===== src/rtl/exe_mem_req_pkg.sv =====
// ---------------------------------------------------------------------------
// exe_mem_req_pkg
// Shared definitions for the execute-stage memory request unit and its lane
// helper: access size encodings, request FSM state codes, and the bit index
// of the alignment exception (ALE) in the exception number vector.
// The helper align_lo() forces the low address bits to the natural alignment
// of an access size. It is used when alignment checking is compiled out
// (EXE_MEM_ALE_CHECK_EN undefined).
// ---------------------------------------------------------------------------
package exe_mem_req_pkg;

    localparam logic [1:0] MEM_SIZE_B = 2'd0;
    localparam logic [1:0] MEM_SIZE_H = 2'd1;
    localparam logic [1:0] MEM_SIZE_W = 2'd2;

    // ALE ecode position in the exception vector carried down the pipeline.
    localparam int EXC_ALE_BIT = 9;

    typedef enum logic [1:0] {
        ST_IDLE = 2'd0,
        ST_REQ  = 2'd1,
        ST_DONE = 2'd2
    } mem_state_t;

    function automatic logic [1:0] align_lo(input logic [1:0] size, input logic [1:0] lo);
        case (size)
            MEM_SIZE_B: align_lo = lo;
            MEM_SIZE_H: align_lo = {lo[1], 1'b0};
            default:    align_lo = 2'b00;
        endcase
    endfunction

endpackage


===== src/rtl/exe_mem_req_if.sv =====
// ---------------------------------------------------------------------------
// exe_mem_req_if
// Data-side bus between the EXE memory request unit (master) and the bus
// bridge (slave).
//   data_req/data_wr/data_size/data_addr/data_wstrb/data_wdata : request
//   data_addr_ok : request accepted this cycle
//   data_data_ok : one response returned this cycle (in request order)
// Handshake: a request transfers on a cycle where data_req and data_addr_ok
// are both high. Once data_req rises, it and all request fields hold steady
// until that transfer. data_data_ok needs no ready; the master always takes
// it.
// ---------------------------------------------------------------------------
interface exe_mem_req_if #(parameter int ADDR_W = 32);
    logic              data_req;
    logic              data_wr;
    logic [1:0]        data_size;
    logic [ADDR_W-1:0] data_addr;
    logic [3:0]        data_wstrb;
    logic [31:0]       data_wdata;
    logic              data_addr_ok;
    logic              data_data_ok;

    modport master (
        output data_req, data_wr, data_size, data_addr, data_wstrb, data_wdata,
        input  data_addr_ok, data_data_ok
    );

    modport slave (
        input  data_req, data_wr, data_size, data_addr, data_wstrb, data_wdata,
        output data_addr_ok, data_data_ok
    );
endinterface


===== src/rtl/exe_mem_lane.sv =====
// ---------------------------------------------------------------------------
// exe_mem_lane
// Combinational byte-lane generator.
//   wr, size, addr_lo, wdata_in -> wstrb (0 for loads), wdata_out
//   (byte x4 / half x2 / word as-is), ale.
// Macro EXE_MEM_ALE_CHECK_EN: when defined, ale flags misaligned half/word
// accesses; when undefined, ale is tied to 0.
// ---------------------------------------------------------------------------
module exe_mem_lane
    import exe_mem_req_pkg::*;
(
    input  logic        wr,
    input  logic [1:0]  size,
    input  logic [1:0]  addr_lo,
    input  logic [31:0] wdata_in,
    output logic [3:0]  wstrb,
    output logic [31:0] wdata_out,
    output logic        ale
);

    logic ale_raw;

    always_comb begin
        wstrb     = 4'b1111;
        wdata_out = wdata_in;
        ale_raw   = 1'b0;
        case (size)
            MEM_SIZE_B: begin
                wstrb     = 4'b0001 << addr_lo;
                wdata_out = {4{wdata_in[7:0]}};
            end
            MEM_SIZE_H: begin
                wstrb     = addr_lo[1] ? 4'b1100 : 4'b0011;
                wdata_out = {2{wdata_in[15:0]}};
                ale_raw   = addr_lo[0];
            end
            default: begin
                ale_raw = (addr_lo != 2'b00);
            end
        endcase
        if (!wr) wstrb = 4'b0000;
    end

`ifdef EXE_MEM_ALE_CHECK_EN
    assign ale = ale_raw;
`else
    // The raw flag is still computed above but unused, so the address
    // decode stays identical in both builds.
    logic unused_ale;
    assign unused_ale = ale_raw;
    assign ale        = 1'b0;
`endif

endmodule


===== src/rtl/exe_mem_req.sv =====
// ---------------------------------------------------------------------------
// exe_mem_req
// Execute-stage memory request unit. It issues load/store requests over a
// req/addr_ok/data_ok bus, tracks outstanding requests, and marks responses
// of flushed instructions for discard.
// Ports:
//   clk, reset (sync, active-high)
//   op_valid/op_wr/op_size/op_addr/op_wdata : current EXE memory op
//   block_store : suppress store issue; es_advance : EXE hands op to MEM
//   flush : kill all in-flight instructions
//   op_ready : memory part of es_ready_go; ale : alignment exception
//   bus (exe_mem_req_if.master) : data-side request/response bus
//   resp_discard : current data_ok belongs to a flushed instruction
//   outst_cnt/outst_full : accepted-but-unanswered requests
//   state_dbg : FSM state
// Macro EXE_MEM_ALE_CHECK_EN: defined -> misaligned ops raise ale and issue
// nothing. Undefined -> ale is 0 and the issued address is forced aligned.
// ---------------------------------------------------------------------------
module exe_mem_req
    import exe_mem_req_pkg::*;
#(
    parameter int ADDR_W      = 32,
    parameter int OUTST_DEPTH = 2,
    parameter int CNT_W       = $clog2(OUTST_DEPTH + 1)
) (
    input  logic              clk,
    input  logic              reset,
    input  logic              op_valid,
    input  logic              op_wr,
    input  logic [1:0]        op_size,
    input  logic [ADDR_W-1:0] op_addr,
    input  logic [31:0]       op_wdata,
    input  logic              block_store,
    input  logic              es_advance,
    input  logic              flush,
    output logic              op_ready,
    output logic              ale,
    exe_mem_req_if.master     bus,
    output logic              resp_discard,
    output logic [CNT_W-1:0]  outst_cnt,
    output logic              outst_full,
    output mem_state_t        state_dbg
);

    mem_state_t        state;
    logic              pend_cancel;
    logic [CNT_W-1:0]  cancel_cnt;
    logic              lat_wr;
    logic [1:0]        lat_size;
    logic [ADDR_W-1:0] lat_addr;
    logic [3:0]        lat_wstrb;
    logic [31:0]       lat_wdata;

    logic [3:0]        lane_wstrb;
    logic [31:0]       lane_wdata;
    logic [ADDR_W-1:0] issue_addr;
    logic              need_req;
    logic              data_req;
    logic              accept;
    logic [CNT_W-1:0]  outst_next;
    logic [CNT_W-1:0]  cancel_next;

    exe_mem_lane u_lane (
        .wr        (op_wr),
        .size      (op_size),
        .addr_lo   (op_addr[1:0]),
        .wdata_in  (op_wdata),
        .wstrb     (lane_wstrb),
        .wdata_out (lane_wdata),
        .ale       (ale)
    );

`ifdef EXE_MEM_ALE_CHECK_EN
    assign issue_addr = op_addr;
`else
    assign issue_addr = {op_addr[ADDR_W-1:2], align_lo(op_size, op_addr[1:0])};
`endif

    // ALE ops and blocked stores pass through EXE as non-memory ops.
    assign need_req   = op_valid & ~ale & ~(op_wr & block_store);
    // Reset removes the request in the same cycle; the bridge is reset too.
    assign data_req   = (state == ST_REQ) & ~reset;
    assign accept     = data_req & bus.data_addr_ok;
    assign outst_full = (outst_cnt == CNT_W'(OUTST_DEPTH));
    assign resp_discard = bus.data_data_ok & (cancel_cnt != '0);

    always_comb begin
        op_ready = 1'b0;
        case (state)
            ST_IDLE: op_ready = op_valid & ~need_req;
            ST_REQ:  op_ready = bus.data_addr_ok & ~pend_cancel;
            ST_DONE: op_ready = 1'b1;
            default: op_ready = 1'b0;
        endcase
    end

    always_comb begin
        outst_next = outst_cnt;
        if (accept && !bus.data_data_ok)
            outst_next = outst_cnt + CNT_W'(1);
        else if (!accept && bus.data_data_ok)
            outst_next = outst_cnt - CNT_W'(1);
    end

    // On flush, every request still owed a response is killed. That count
    // already includes this cycle's accept and excludes this cycle's
    // response. A request accepted after a flush taken in REQ is added late.
    always_comb begin
        cancel_next = cancel_cnt;
        if (flush) begin
            cancel_next = outst_next;
        end else begin
            if (accept && pend_cancel) cancel_next = cancel_next + CNT_W'(1);
            if (resp_discard)          cancel_next = cancel_next - CNT_W'(1);
        end
    end

    always_ff @(posedge clk) begin
        if (reset) begin
            outst_cnt  <= '0;
            cancel_cnt <= '0;
        end else begin
            outst_cnt  <= outst_next;
            cancel_cnt <= cancel_next;
        end
    end

    always_ff @(posedge clk) begin
        if (reset) begin
            state       <= ST_IDLE;
            pend_cancel <= 1'b0;
            lat_wr      <= 1'b0;
            lat_size    <= 2'b00;
            lat_addr    <= '0;
            lat_wstrb   <= 4'b0000;
            lat_wdata   <= 32'h0;
        end else begin
            case (state)
                ST_IDLE: begin
                    if (need_req && !flush && !outst_full) begin
                        state     <= ST_REQ;
                        lat_wr    <= op_wr;
                        lat_size  <= op_size;
                        lat_addr  <= issue_addr;
                        lat_wstrb <= lane_wstrb;
                        lat_wdata <= lane_wdata;
                    end
                end
                ST_REQ: begin
                    // The request is never withdrawn. A flush only marks it
                    // so its response is discarded after acceptance.
                    if (bus.data_addr_ok) begin
                        pend_cancel <= 1'b0;
                        if (pend_cancel || flush || es_advance) state <= ST_IDLE;
                        else                                    state <= ST_DONE;
                    end else if (flush) begin
                        pend_cancel <= 1'b1;
                    end
                end
                ST_DONE: begin
                    // Hold here while MEM stalls so the op is not reissued.
                    if (es_advance || flush) state <= ST_IDLE;
                end
                default: state <= ST_IDLE;
            endcase
        end
    end

    assign bus.data_req   = data_req;
    assign bus.data_wr    = lat_wr;
    assign bus.data_size  = lat_size;
    assign bus.data_addr  = lat_addr;
    assign bus.data_wstrb = lat_wstrb;
    assign bus.data_wdata = lat_wdata;
    assign state_dbg      = state;

endmodule


===== src/flat_wrapper.sv =====
// flat-port wrapper written by rule: the top's interface ports become plain ports
module exe_mem_req_flat import exe_mem_req_pkg::*;
#(
    parameter int ADDR_W      = 32,
    parameter int OUTST_DEPTH = 2,
    parameter int CNT_W       = $clog2(OUTST_DEPTH + 1)
)
  (clk, reset, op_valid, op_wr, op_size, op_addr, op_wdata, block_store, es_advance, flush, op_ready, ale, resp_discard, outst_cnt, outst_full, state_dbg, bus_data_req, bus_data_wr, bus_data_size, bus_data_addr, bus_data_wstrb, bus_data_wdata, bus_data_addr_ok, bus_data_data_ok);
  exe_mem_req_if #(.ADDR_W(ADDR_W)) bus_i ();
  input  logic clk;
  input  logic reset;
  input  logic op_valid;
  input  logic op_wr;
  input  logic [1:0] op_size;
  input  logic [ADDR_W-1:0] op_addr;
  input  logic [31:0] op_wdata;
  input  logic block_store;
  input  logic es_advance;
  input  logic flush;
  output logic op_ready;
  output logic ale;
  output logic resp_discard;
  output logic [CNT_W-1:0] outst_cnt;
  output logic outst_full;
  output mem_state_t state_dbg;
  output wire logic [$bits(bus_i.data_req)-1:0] bus_data_req;
  output wire logic [$bits(bus_i.data_wr)-1:0] bus_data_wr;
  output wire logic [$bits(bus_i.data_size)-1:0] bus_data_size;
  output wire logic [$bits(bus_i.data_addr)-1:0] bus_data_addr;
  output wire logic [$bits(bus_i.data_wstrb)-1:0] bus_data_wstrb;
  output wire logic [$bits(bus_i.data_wdata)-1:0] bus_data_wdata;
  input wire logic [$bits(bus_i.data_addr_ok)-1:0] bus_data_addr_ok;
  input wire logic [$bits(bus_i.data_data_ok)-1:0] bus_data_data_ok;
  assign bus_data_req = bus_i.data_req;
  assign bus_data_wr = bus_i.data_wr;
  assign bus_data_size = bus_i.data_size;
  assign bus_data_addr = bus_i.data_addr;
  assign bus_data_wstrb = bus_i.data_wstrb;
  assign bus_data_wdata = bus_i.data_wdata;
  assign bus_i.data_addr_ok = bus_data_addr_ok;
  assign bus_i.data_data_ok = bus_data_data_ok;
  exe_mem_req #(.ADDR_W(ADDR_W), .OUTST_DEPTH(OUTST_DEPTH), .CNT_W(CNT_W)) u_core (.clk(clk), .reset(reset), .op_valid(op_valid), .op_wr(op_wr), .op_size(op_size), .op_addr(op_addr), .op_wdata(op_wdata), .block_store(block_store), .es_advance(es_advance), .flush(flush), .op_ready(op_ready), .ale(ale), .bus(bus_i), .resp_discard(resp_discard), .outst_cnt(outst_cnt), .outst_full(outst_full), .state_dbg(state_dbg));
endmodule

===== config.mk =====
export PLATFORM = sky130hd
export DESIGN_NAME = exe_mem_req_flat
export DESIGN_NICKNAME = d
export VERILOG_FILES = /design/src/rtl/exe_mem_req_pkg.sv /design/src/rtl/exe_mem_req_if.sv /design/src/rtl/exe_mem_lane.sv /design/src/rtl/exe_mem_req.sv /design/src/flat_wrapper.sv
export SDC_FILE = /design/constraint.sdc
export NUM_CORES = 1
export LEC_CHECK = 0
export CAP_MARGIN = 10
export CORE_UTILIZATION = 50
export CTS_BUF_LIST = sky130_fd_sc_hd__clkbuf_2
export DETAILED_ROUTE_END_ITERATION = 10
export DONT_BUFFER_PORTS = 1
export PLACE_DENSITY = 0.64
export SLEW_MARGIN = 20
export SYNTH_ARGS = -nofsm -noshare
export SYNTH_HDL_FRONTEND = slang
export SYNTH_SLANG_ARGS = --single-unit

===== constraint.sdc =====
create_clock -name clk -period 1.9 [get_ports clk]
set_input_delay 0.38 -clock clk [delete_from_list [all_inputs] [get_ports clk]]
set_output_delay 0.38 -clock clk [all_outputs]
set_load 0.005 [all_outputs]

==> results.toml <==
[outcome]
status = "finished, violations left"
violations = "DRC"

[synth]
async_reset_ff_frac = 0
synth.most_common_cell = "nand2_1"
ys.flop_type = "dfxtp_1"
yosys_warnings = 0
yosys.area.top_type = "dfxtp_1"
mappedNetlistNets = 489
synth_seq_area_share = 0.462
netlist_area_sq_um = 3380
synth_cell_types = 39
yosys-top-cells-area = "dfxtp_1, nand2_1, a21oi_1"
syn_area_per_cell_sq_um = 8.20
yosys.area.top_type_share = 0.462
ys_top_cells_by_count = "nand2_1, dfxtp_1, a21oi_1, nor2_1"
netlist_instances = 412
synth_seq_cells = 78
synth_edf_count = 0

[pwr]
p_int_mw = 2.54
p_seq_frac = 0.527
clkPwrFrac = 0.332
p_comb_frac = 0.140
power_density_nw_per_um2 = 849
p_switching_uw = 887
vdd_ir_drop_max_mv = 0.403
p_leak_nw = 1.47
sw_frac_of_total = 0.259

[final_layout]
regArea_sq_um = 1560
multi_input_area_sq_um = 1610
final_cell_area_sq_um = 4040
fin_nets = 523
drive_above_1_share = 0.0909
area_growth_pct = 19.5
diodes = 0
nFillCells = 583

[worst_setup_path]
critPathCaptureType = "register"
crit_buf_inv = 2
cp.arrival_ns = 2.21
path_class = "register to register"
max_stage_delay_ns = 0.37
cp_top_family = "simple AND/OR/NAND/NOR gates"
startpoint_type = "register"
cpMaxStageDelayCell = "dfxtp_1"
worstPathRequired_ns = 2.29
worstPathCellList = "inv_1 -> ha_1 -> nor3b_2 -> and3_4 -> buf_12 -> nor2_1 -> a311oi_1"
cp_max_fo = 31

[clock_tree]
cts_tree = "built"
clk_latency_ns = 0.49
cts_buffer_depth = 2
cts_buffers = 9
clk_pin_slew_ns = 0.21
htree_levels = 3
cts_sinks = 78
cts_root_buffer = "clkbuf_2"

[floorplan]
die_w_um = 84.2
floorplan.initialDensity = 0.526
rows = 29
boundaryPins = 155
die_area_sq_um = 7090
die_h_um = 84.2
core-area_sq_um = 6420

[grt]
grt_max_degree = 76
grt_pass1_wl_mm = 13.7
grt_pass1_vias = 2956
antenna_found_initial = 0
track_usage = 0.240
grt_overflow = 0

[sta]
max_freq_mhz = 549
drv_slew = 0
rsz0062_at_grt = "yes"
min_period_over_period = 0.958
skew_ns = 0.0142
hold_viol = 0
setup-violations-final = 0
min_period_ns = 1.82
fin_setup_tns_ns = 0

[drt]
final_antenna_net_count = 0
vias = 2966
drtIter0Drc = 160
routedWlPerCell_um = 16.5
drt-total-wl_mm = 8.72
dr.pass1.iters = 7
viasPerCell = 5.62
drc = 24

[job]
drv_cap = 0

[place]
port_buffers = 0
placed_area_sq_um = 3340
routabilityCongestion = 0.753
hpwl_mm = 5.39

[hold_path]
min_path_type = "primary input to register"
[power by group through the flow]
stage          logic [mW]  registers, mW  clock network [mW]
2_1_floorplan       0.354           1.82                   0
3_3_place_gp        0.342           1.84                   0
3_5_place_dp        0.351           1.84                   0
4_1_cts             0.463           1.81                1.18
5_1_grt             0.543           1.82                1.23
6_report            0.481           1.81                1.14
[cells in the final DEF (no fill, tap or decap), types with 2 or more instances in the layout]
cell	count
nor3b_2	2
dfxtp_2	2
a21oi_1	56
ha_1	2
a31oi_1	2
nand3b_1	2
a311oi_1	8
buf_4	5
dfxtp_1	76
mux2i_1	18
dlygate4sd3_1	46
nor2_1	28
nand3_1	4
xnor2_1	4
bufinv_16	3
clkbuf_2	10
o21ai_0	18
nand2b_1	2
nand2_1	122
o211ai_1	2
inv_1	5
a211oi_2	9
[cell type report]
| class | instances | area share |
|---|---|---|
| Clock inverter | 6 | 0.0273 |
| Multi-Input combinational cell | 297 | 0.400 |
| Tap cell | 77 | 0.0239 |
| Clock buffer | 10 | 0.0124 |
| Inverter | 5 | 0.00465 |
| Timing Repair Buffer | 55 | 0.145 |
| Sequential cell | 78 | 0.387 |
[per-layer routing]
layer,track usage,share of wire
met5,0,0
met2,0.428,0.50
met4,0.0987,0.016
met1,0.266,0.38
met3,0.0737,0.097
[cells by family after synthesis]
kind of cell	count (synthesis)	share of synthesized area
AOI/OAI and AO/OA	101	0.188
xor gates and xnor gates	4	0.0104
adders and majority gates	2	0.00740
buffers and inverters	37	0.0641
DFF	78	0.462
muxes	19	0.0566
other	1	0.00111
and+or+nand+nor	170	0.211
[repair_timing]
item | 4_1_cts | 5_1_grt
hold buffers | 45 | 2
resized for setup | 1 | 5
endpoints found under the hold margin | 77 | 2
gates cloned | 0 | 1
setup buffers | 0 | 1
pin swaps | 0 | 1
endpoints found under the setup margin | 1 | 14
[flip-flops by register name (all words and copies together), names as in the netlist]
signal,count
u_core.bus.data_addr,32
u_core.bus.data_wdata,32
u_core.outst_cnt,2
u_core.pend_cancel,1
u_core.bus.data_wr,1
u_core.bus.data_size,2
u_core.state_dbg,2
u_core.bus.data_wstrb,4
u_core.cancel_cnt,2
[path summary, 6_finish.rpt]
| check | startpoint | endpoint | slack [ns] | cells after the start |
|---|---|---|---|---|
| max | u_core.outst_cnt[0]$_SDFF_PP0_ | u_core.bus.data_wdata[10]$_SDFFE_PP0P_ | 0.08 | 7 |
| min reg2reg | u_core.bus.data_addr[22]$_SDFFE_PP0P_ | u_core.bus.data_addr[22]$_SDFFE_PP0P_ | 0.49 | 2 |
| max reg2reg | u_core.outst_cnt[0]$_SDFF_PP0_ | u_core.bus.data_wdata[10]$_SDFFE_PP0P_ | 0.08 | 7 |
| min | op_wr | u_core.bus.data_wstrb[3]$_SDFFE_PP0P_ | 0.04 | 2 |
[stage by stage]
step / worst slack, ns / hold slack, ns / utilization / instances / total power, mW
3_5_place_dp: 0.0895 / 0.455 / 0.520 / 463 / 2.19
6_report: 0.0799 / 0.0375 / 0.629 / 528 / 3.43
5_1_grt: -0.0370 / 0.00298 / 0.629 / 528 / 3.60
3_3_place_gp: 0.166 / 0.454 / 0.520 / 463 / 2.18
2_1_floorplan: 0.275 / 0.448 / - / 412 / 2.17
4_1_cts: 0.0372 / 0.000709 / 0.619 / 524 / 3.45
No activity file was read; power rests on OpenSTA's default activity.
